$ cat config.mk
export PLATFORM = sky130hd
export DESIGN_NAME = spi_ram_burst_flat
export DESIGN_NICKNAME = d
export VERILOG_FILES = /design/src/rtl/spi_ram_burst_if.sv /design/src/rtl/spi_ram_burst.sv /design/src/flat_wrapper.sv
export SDC_FILE = /design/constraint.sdc
export NUM_CORES = 2
export LEC_CHECK = 0
export ABC_AREA = 1
export BUFFER_PORTS_ARGS = -buffer_cell sky130_fd_sc_hd__clkbuf_2
export CELL_PAD_IN_SITES_DETAIL_PLACEMENT = 0
export CELL_PAD_IN_SITES_GLOBAL_PLACEMENT = 2
export CORE_ASPECT_RATIO = 1.5
export CORE_MARGIN = 8
export CORE_UTILIZATION = 40
export CTS_CLUSTER_DIAMETER = 120
export DETAILED_ROUTE_END_ITERATION = 16
export GPL_ROUTABILITY_DRIVEN = 0
export PLACE_DENSITY_LB_ADDON = 0.1
export SYNTH_ARGS = -nofsm -noshare
export SYNTH_HDL_FRONTEND = slang
export SYNTH_SLANG_ARGS = --single-unit
$ cat constraint.sdc
create_clock -name CLK -period 2.3 [get_ports CLK]
set_input_delay 0.345 -clock CLK [delete_from_list [all_inputs] [get_ports CLK]]
set_output_delay 0.345 -clock CLK [all_outputs]
set_load 0.02 [all_outputs]
$ cat src/rtl/spi_ram_burst_if.sv
// Word-level link between the SPI slave shifter and the burst RAM command decoder.
interface spi_ram_burst_if #(
   parameter int DATA_WIDTH = 8
) ();
   logic [DATA_WIDTH+1:0] din;
   logic                  rx_valid;
   logic                  tx_ready;
   logic                  err_clr;
   logic [DATA_WIDTH-1:0] dout;
   logic                  tx_valid;
   logic                  err_ovf;
   logic                  err_range;

   modport master (
      output din, rx_valid, tx_ready, err_clr,
      input  dout, tx_valid, err_ovf, err_range
   );

   modport slave (
      input  din, rx_valid, tx_ready, err_clr,
      output dout, tx_valid, err_ovf, err_range
   );
endinterface

$ cat src/rtl/spi_ram_burst.sv
// Command-decoded single-port RAM with independent write/read pointers, optional
// burst auto-increment, held read-data handshake and sticky error flags.
module spi_ram_burst #(
   parameter int DATA_WIDTH = 8,
   parameter int ADDR_WIDTH = 8,
   parameter int MEM_DEPTH  = 256,
   parameter int AUTO_INC   = 1
) (
   input logic            CLK,
   input logic            rst_n,
   spi_ram_burst_if.slave bus
);
   typedef enum logic [1:0] {
      OP_WR_ADDR = 2'b00,
      OP_WR_DATA = 2'b01,
      OP_RD_ADDR = 2'b10,
      OP_RD_DATA = 2'b11
   } opcode_t;

   localparam logic [ADDR_WIDTH:0] DEPTH = (ADDR_WIDTH+1)'(MEM_DEPTH);

   logic [DATA_WIDTH-1:0] mem [MEM_DEPTH];
   logic [ADDR_WIDTH-1:0] wr_ptr;
   logic [ADDR_WIDTH-1:0] rd_ptr;
   logic [DATA_WIDTH-1:0] dout_q;
   logic                  tx_valid_q;
   logic                  err_ovf_q;
   logic                  err_range_q;

   opcode_t               op;
   logic [DATA_WIDTH-1:0] payload;
   logic                  wr_cmd;
   logic                  rd_drop;
   logic                  wr_ok;
   logic                  rd_ok;

   assign op      = opcode_t'(bus.din[DATA_WIDTH+1:DATA_WIDTH]);
   assign payload = bus.din[DATA_WIDTH-1:0];
   assign wr_cmd  = bus.rx_valid && (op == OP_WR_DATA);
   assign rd_drop = tx_valid_q && !bus.tx_ready;
   assign wr_ok   = {1'b0, wr_ptr} < DEPTH;
   assign rd_ok   = {1'b0, rd_ptr} < DEPTH;

   // Wrap at MEM_DEPTH rather than at the natural pointer width.
   function automatic logic [ADDR_WIDTH-1:0] bump(input logic [ADDR_WIDTH-1:0] p);
      return ({1'b0, p} == DEPTH - (ADDR_WIDTH+1)'(1)) ? '0 : p + ADDR_WIDTH'(1);
   endfunction

   always_ff @(posedge CLK) begin
      if (wr_cmd && wr_ok) begin
         mem[wr_ptr] <= payload;
      end
   end

   // Later assignments override earlier ones, so a reload beats the handshake
   // clear and an error set beats err_clr on the same edge.
   always_ff @(posedge CLK or negedge rst_n) begin
      if (!rst_n) begin
         wr_ptr      <= '0;
         rd_ptr      <= '0;
         dout_q      <= '0;
         tx_valid_q  <= 1'b0;
         err_ovf_q   <= 1'b0;
         err_range_q <= 1'b0;
      end else begin
         if (tx_valid_q && bus.tx_ready) begin
            tx_valid_q <= 1'b0;
         end
         if (bus.err_clr) begin
            err_ovf_q   <= 1'b0;
            err_range_q <= 1'b0;
         end
         if (bus.rx_valid) begin
            unique case (op)
               OP_WR_ADDR: wr_ptr <= payload[ADDR_WIDTH-1:0];
               OP_WR_DATA: begin
                  if (!wr_ok) begin
                     err_range_q <= 1'b1;
                  end else if (AUTO_INC != 0) begin
                     wr_ptr <= bump(wr_ptr);
                  end
               end
               OP_RD_ADDR: rd_ptr <= payload[ADDR_WIDTH-1:0];
               OP_RD_DATA: begin
                  if (rd_drop) begin
                     err_ovf_q <= 1'b1;
                  end else begin
                     tx_valid_q <= 1'b1;
                     if (rd_ok) begin
                        dout_q <= mem[rd_ptr];
                        if (AUTO_INC != 0) begin
                           rd_ptr <= bump(rd_ptr);
                        end
                     end else begin
                        dout_q      <= '0;
                        err_range_q <= 1'b1;
                     end
                  end
               end
            endcase
         end
      end
   end

   assign bus.dout      = dout_q;
   assign bus.tx_valid  = tx_valid_q;
   assign bus.err_ovf   = err_ovf_q;
   assign bus.err_range = err_range_q;
endmodule

$ cat src/flat_wrapper.sv
// flat-port wrapper written by rule: the top's interface ports become plain ports
module spi_ram_burst_flat 
#(
   parameter int DATA_WIDTH = 8,
   parameter int ADDR_WIDTH = 8,
   parameter int MEM_DEPTH  = 256,
   parameter int AUTO_INC   = 1
)
  (CLK, rst_n, bus_din, bus_rx_valid, bus_tx_ready, bus_err_clr, bus_dout, bus_tx_valid, bus_err_ovf, bus_err_range);
  spi_ram_burst_if #(.DATA_WIDTH(DATA_WIDTH)) bus_i ();
  input logic CLK;
  input logic rst_n;
  input wire logic [$bits(bus_i.din)-1:0] bus_din;
  input wire logic [$bits(bus_i.rx_valid)-1:0] bus_rx_valid;
  input wire logic [$bits(bus_i.tx_ready)-1:0] bus_tx_ready;
  input wire logic [$bits(bus_i.err_clr)-1:0] bus_err_clr;
  output wire logic [$bits(bus_i.dout)-1:0] bus_dout;
  output wire logic [$bits(bus_i.tx_valid)-1:0] bus_tx_valid;
  output wire logic [$bits(bus_i.err_ovf)-1:0] bus_err_ovf;
  output wire logic [$bits(bus_i.err_range)-1:0] bus_err_range;
  assign bus_i.din = bus_din;
  assign bus_i.rx_valid = bus_rx_valid;
  assign bus_i.tx_ready = bus_tx_ready;
  assign bus_i.err_clr = bus_err_clr;
  assign bus_dout = bus_i.dout;
  assign bus_tx_valid = bus_i.tx_valid;
  assign bus_err_ovf = bus_i.err_ovf;
  assign bus_err_range = bus_i.err_range;
  spi_ram_burst #(.DATA_WIDTH(DATA_WIDTH), .ADDR_WIDTH(ADDR_WIDTH), .MEM_DEPTH(MEM_DEPTH), .AUTO_INC(AUTO_INC)) u_core (.CLK(CLK), .rst_n(rst_n), .bus(bus_i));
endmodule
==> reports/metrics.yaml <==
sta:
  min_period_ns: 2.54
  rsz0062_at_grt: "true"
  hold_viol: 0
  setup_viol: 9
  clock.fmax_mhz: 394
  finalWorstSetupSlack_ns: -0.236
  fin_crit_sh_pct: 110
  slew_viol_final: 0
  max_slew_margin_pct: 48.1
  worst_pin_slew_ns: 0.779
  fin_skew_ns: 0.0394
setup_path:
  startpoint: "u_core.rd_ptr[0]"
  crit_type: "flip-flop to flip-flop"
  critical_path_required_ns: 3.02
  crit_end: "u_core.bus.dout[5]"
  cp-end-kind: "flip-flop"
  r2r_end: "u_core.bus.dout[5]"
  cp_common_cell: "nand3_1"
  crit_path_cell_trace: "buf_12 > buf_16 > buf_12 > buf_16 > nand2_1 > nand3_1 > nand3_1 > nand3_1 > nand3_1 > nand3_1 > buf_4 > nand3_2 > nand3_4 > nand3_2 > nand2_1"
  crit_fanout: 17
  crit_slowest_cell: "dfrtp_4"
  reg2reg_setup_slack_ns: -0.24
  path_depth: 15
  crit_family: "simple AND/OR/NAND/NOR gates"
  start_kind: "flip-flop"
  cpPeakStageDelay_ns: 0.57
  crit_buf_inv: 5
  cp.arrival_ns: 3.26
  worstRegToRegCells: 15
  reg2reg_from: "u_core.rd_ptr[0]"
floorplanning:
  fp.coreArea_um2: 213000
  pin_count: 26
  fp.dieW_um: 393
  die_h_um: 582
  placementRows: 208
  initial_utilization_pct: 40.1
  fp.dieArea_um2: 229000
synth:
  synthesis.area_um2: 85500
  post_synth_xor_area_fraction_pct: 0.0307
  syn_nets: 7370
  syn-instance-count: 7350
  ys_seq_elements: 2074
  yosys-top-cells-area: "edfxtp_1, nand3_1, nand2_1"
  synth_cell_type_count: 34
  synth_top_cell_by_area: "edfxtp_1"
  synthAdderAreaFrac_pct: 0.0732
  yosysTopAreaCellShare_pct: 71.9
  ys_warn_count: 0
  yosysSeqAreaShare_pct: 72.7
  muxShareOfSynthArea_pct: 0
  yosys.area_share.simple_pct: 22.1
  synth_top_family_by_area: "simple AND/OR/NAND/NOR gates"
  syn_area_per_cell_um2: 11.6
  synth_compound_area_share_pct: 1.18
route:
  drtIter0Drc: 4371
  drt_pass1_iterations: 6
  wl_per_cell_um: 25.8
  vias: 57800
  drc_errors: 0
  via_per_inst: 5.25
  ant_nets: 0
  routed_wl_um: 283000
finish:
  nNetsFinal: 8032
  final_cells: 11000
  multi_input_area_um2: 21200
  final-seq-area_um2: 62200
  syn_to_final_growth_pct: 22.3
  fillCellCount: 19000
  drive_above_1_share_pct: 17.4
pwr:
  netSwitchingFraction_pct: 28.9
  seqPwrFrac_pct: 43.9
  p_leak_uw: 0.0387
  p_per_area_nw_per_um2: 914
  internal_power_uw: 68000
  power.switching_uw: 27600
  peakVddDrop_uv: 629
  clkPwrFrac_pct: 34.7
  pwr-share-comb_pct: 21.4
  power_uw: 95600
place:
  pre_cts_ws_ns: -0.878
  dpl.cell_count: 10600
  dpl.hpwl_um: 182000
  portBuffers: 24
grt:
  grt_pass1_wl_um: 408000
  grt_start_max_net_pins: 81
  globalRouteTotalUtil_pct: 24.0
  antenna_found_initial: 6
  grt_pass1_vias: 57600
  overflow: 0
clock_tree:
  clock-sinks: 2074
  cts.path.max_buffers: 4
  clk_pin_slew_worst_paths_ns: 0.06
  clk_latency_ns: 0.86
  root_buffer: "clkbuf_16"
  cts_tree: "done"
  cts_made_buffers: 207
  htreeDepth: 4
run_status:
  violations: "setup timing"
  status: "finished with violations"
worst_hold_path:
  min_path_type: "input port to asynchronous set/reset pin"
flow_run:
  maxCapViolCount: 0
[Yosys cell counts, drive strengths merged]
cell       n
a32o       1
a311oi     1
xor2       3
o21ai     60
edfxtp  2048
nor2     316
ha         5
a21oi     55
nand3b     2
nand3   1723
nor4       1
conb       1
o22ai      3
dfrtp     26
o211ai    40
clkinv     4
clkbuf   194
buf      293
a31oi      2
nand2   2215
nand4      8
o32ai      1
or2       30
inv      209
a22oi     10
nor3      99
[how the worst min path moves through the flow]
stage | startpoint | end
after CTS | rst_n | u_core.bus.err_ovf
after global placement | rst_n | u_core.bus.tx_valid
final | rst_n | u_core.bus.err_ovf
after detailed placement | rst_n | u_core.bus.err_ovf
after global routing | rst_n | u_core.bus.err_ovf
after floorplan | rst_n | u_core.bus.dout[0]
[per-stage QoR]
step           instance area (um^2)  hold slack, ns  setup TNS [ns]  utilization (%)
2_1_floorplan                 85500          0.0494           -2.24                -
3_3_place_gp                  95200           0.439          -30.53             44.7
3_5_place_dp                  95200           0.443          -31.74             44.7
4_1_cts                      104000          0.0739           -1.72             48.9
5_1_grt                      105000           0.106           -2.97             49.1
6_report                     105000           0.107           -1.69             49.1
[sequential cells by signal, indices dropped and copies added (netlist names)]
name                 flops
u_core.rd_ptr            8
u_core.bus.tx_valid      1
u_core.wr_ptr            8
u_core.mem            2048
u_core.bus.dout          8
u_core.bus.err_ovf       1
[layout by cell type (no fill, tap or decap), drive strengths merged]
cell and instances:
edfxtp 2048, buf 896, o32ai 1, nor4 1
dlygate4sd3 12, xor2 3, bufbuf 13, a22oi 10
bufinv 21, nand2 2215, clkinvlp 7, clkinv 79
inv 211, ha 5, a31oi 2, diode 2
a21oi 55, nor3 99, a32o 1, dfrtp 26
clkbuf 275, or2 30, o211ai 40, o21ai 60
nand3 1723, nand3b 2, a311oi 1, nand4 8
nor2 316, conb 1, o22ai 3
[power groups by stage]
stage | registers [uW] | logic [uW] | clock network, uW
CTS | 42000 | 20500 | 33900
floorplan | 42600 | 9240 | 0
global placement | 42800 | 18400 | 0
finish | 42000 | 20500 | 33100
detailed placement | 42800 | 18400 | 0
global route | 41900 | 22000 | 35100
[cell type report]
class	instances	share of cell area [%]
diodes	2	0.00479
multi-input cells	4576	20.2
clock inverters	104	1.02
repair inverters	1	0.00838
clock buffers	257	5.17
inverters	213	0.797
repair buffers	939	9.92
well taps	2835	3.39
flip-flops and latches	2074	59.5
[logic make-up (layout without fill, tap and decap cells)]
family	count (synthesis)	in the layout
AOI/OAI and AO/OA	173	173
buffers and inverters	700	1514
adders and majority gates	5	5
and+or+nand+nor	4394	4394
DFF	2074	2074
other	1	3
xor gates and xnor gates	3	3
[worst register-to-register path, cell delays in order, from the launching register on]
cell,delay (ns)
dfrtp_4,0.57
buf_12,0.20
buf_16,0.18
buf_12,0.20
buf_16,0.15
nand2_1,0.06
nand3_1,0.07
nand3_1,0.11
nand3_1,0.08
nand3_1,0.10
nand3_1,0.08
buf_4,0.17
nand3_2,0.11
nand3_4,0.19
nand3_2,0.12
nand2_1,0.05
[metal layers]
| layer | vias to the layer above | share of wire (%) | track usage, % |
|---|---|---|---|
| met1 | 29000 | 40 | 29.4 |
| met5 | - | 0 | 0 |
| li1 | 27100 | - | - |
| met2 | 1303 | 53 | 44.3 |
| met3 | 396 | 3.7 | 2.42 |
| met4 | 0 | 3.6 | 8.02 |
[timing repair]
action                                  4_1_cts  5_1_grt
gates cloned                                 26        2
pin swaps                                    35        3
resized for setup                           253       36
endpoints found under the setup margin       12       21
hold endpoints to repair                    199        0
hold buffers                                 12        0
setup buffers                                35        5
(Power assumes the default switching activity.)
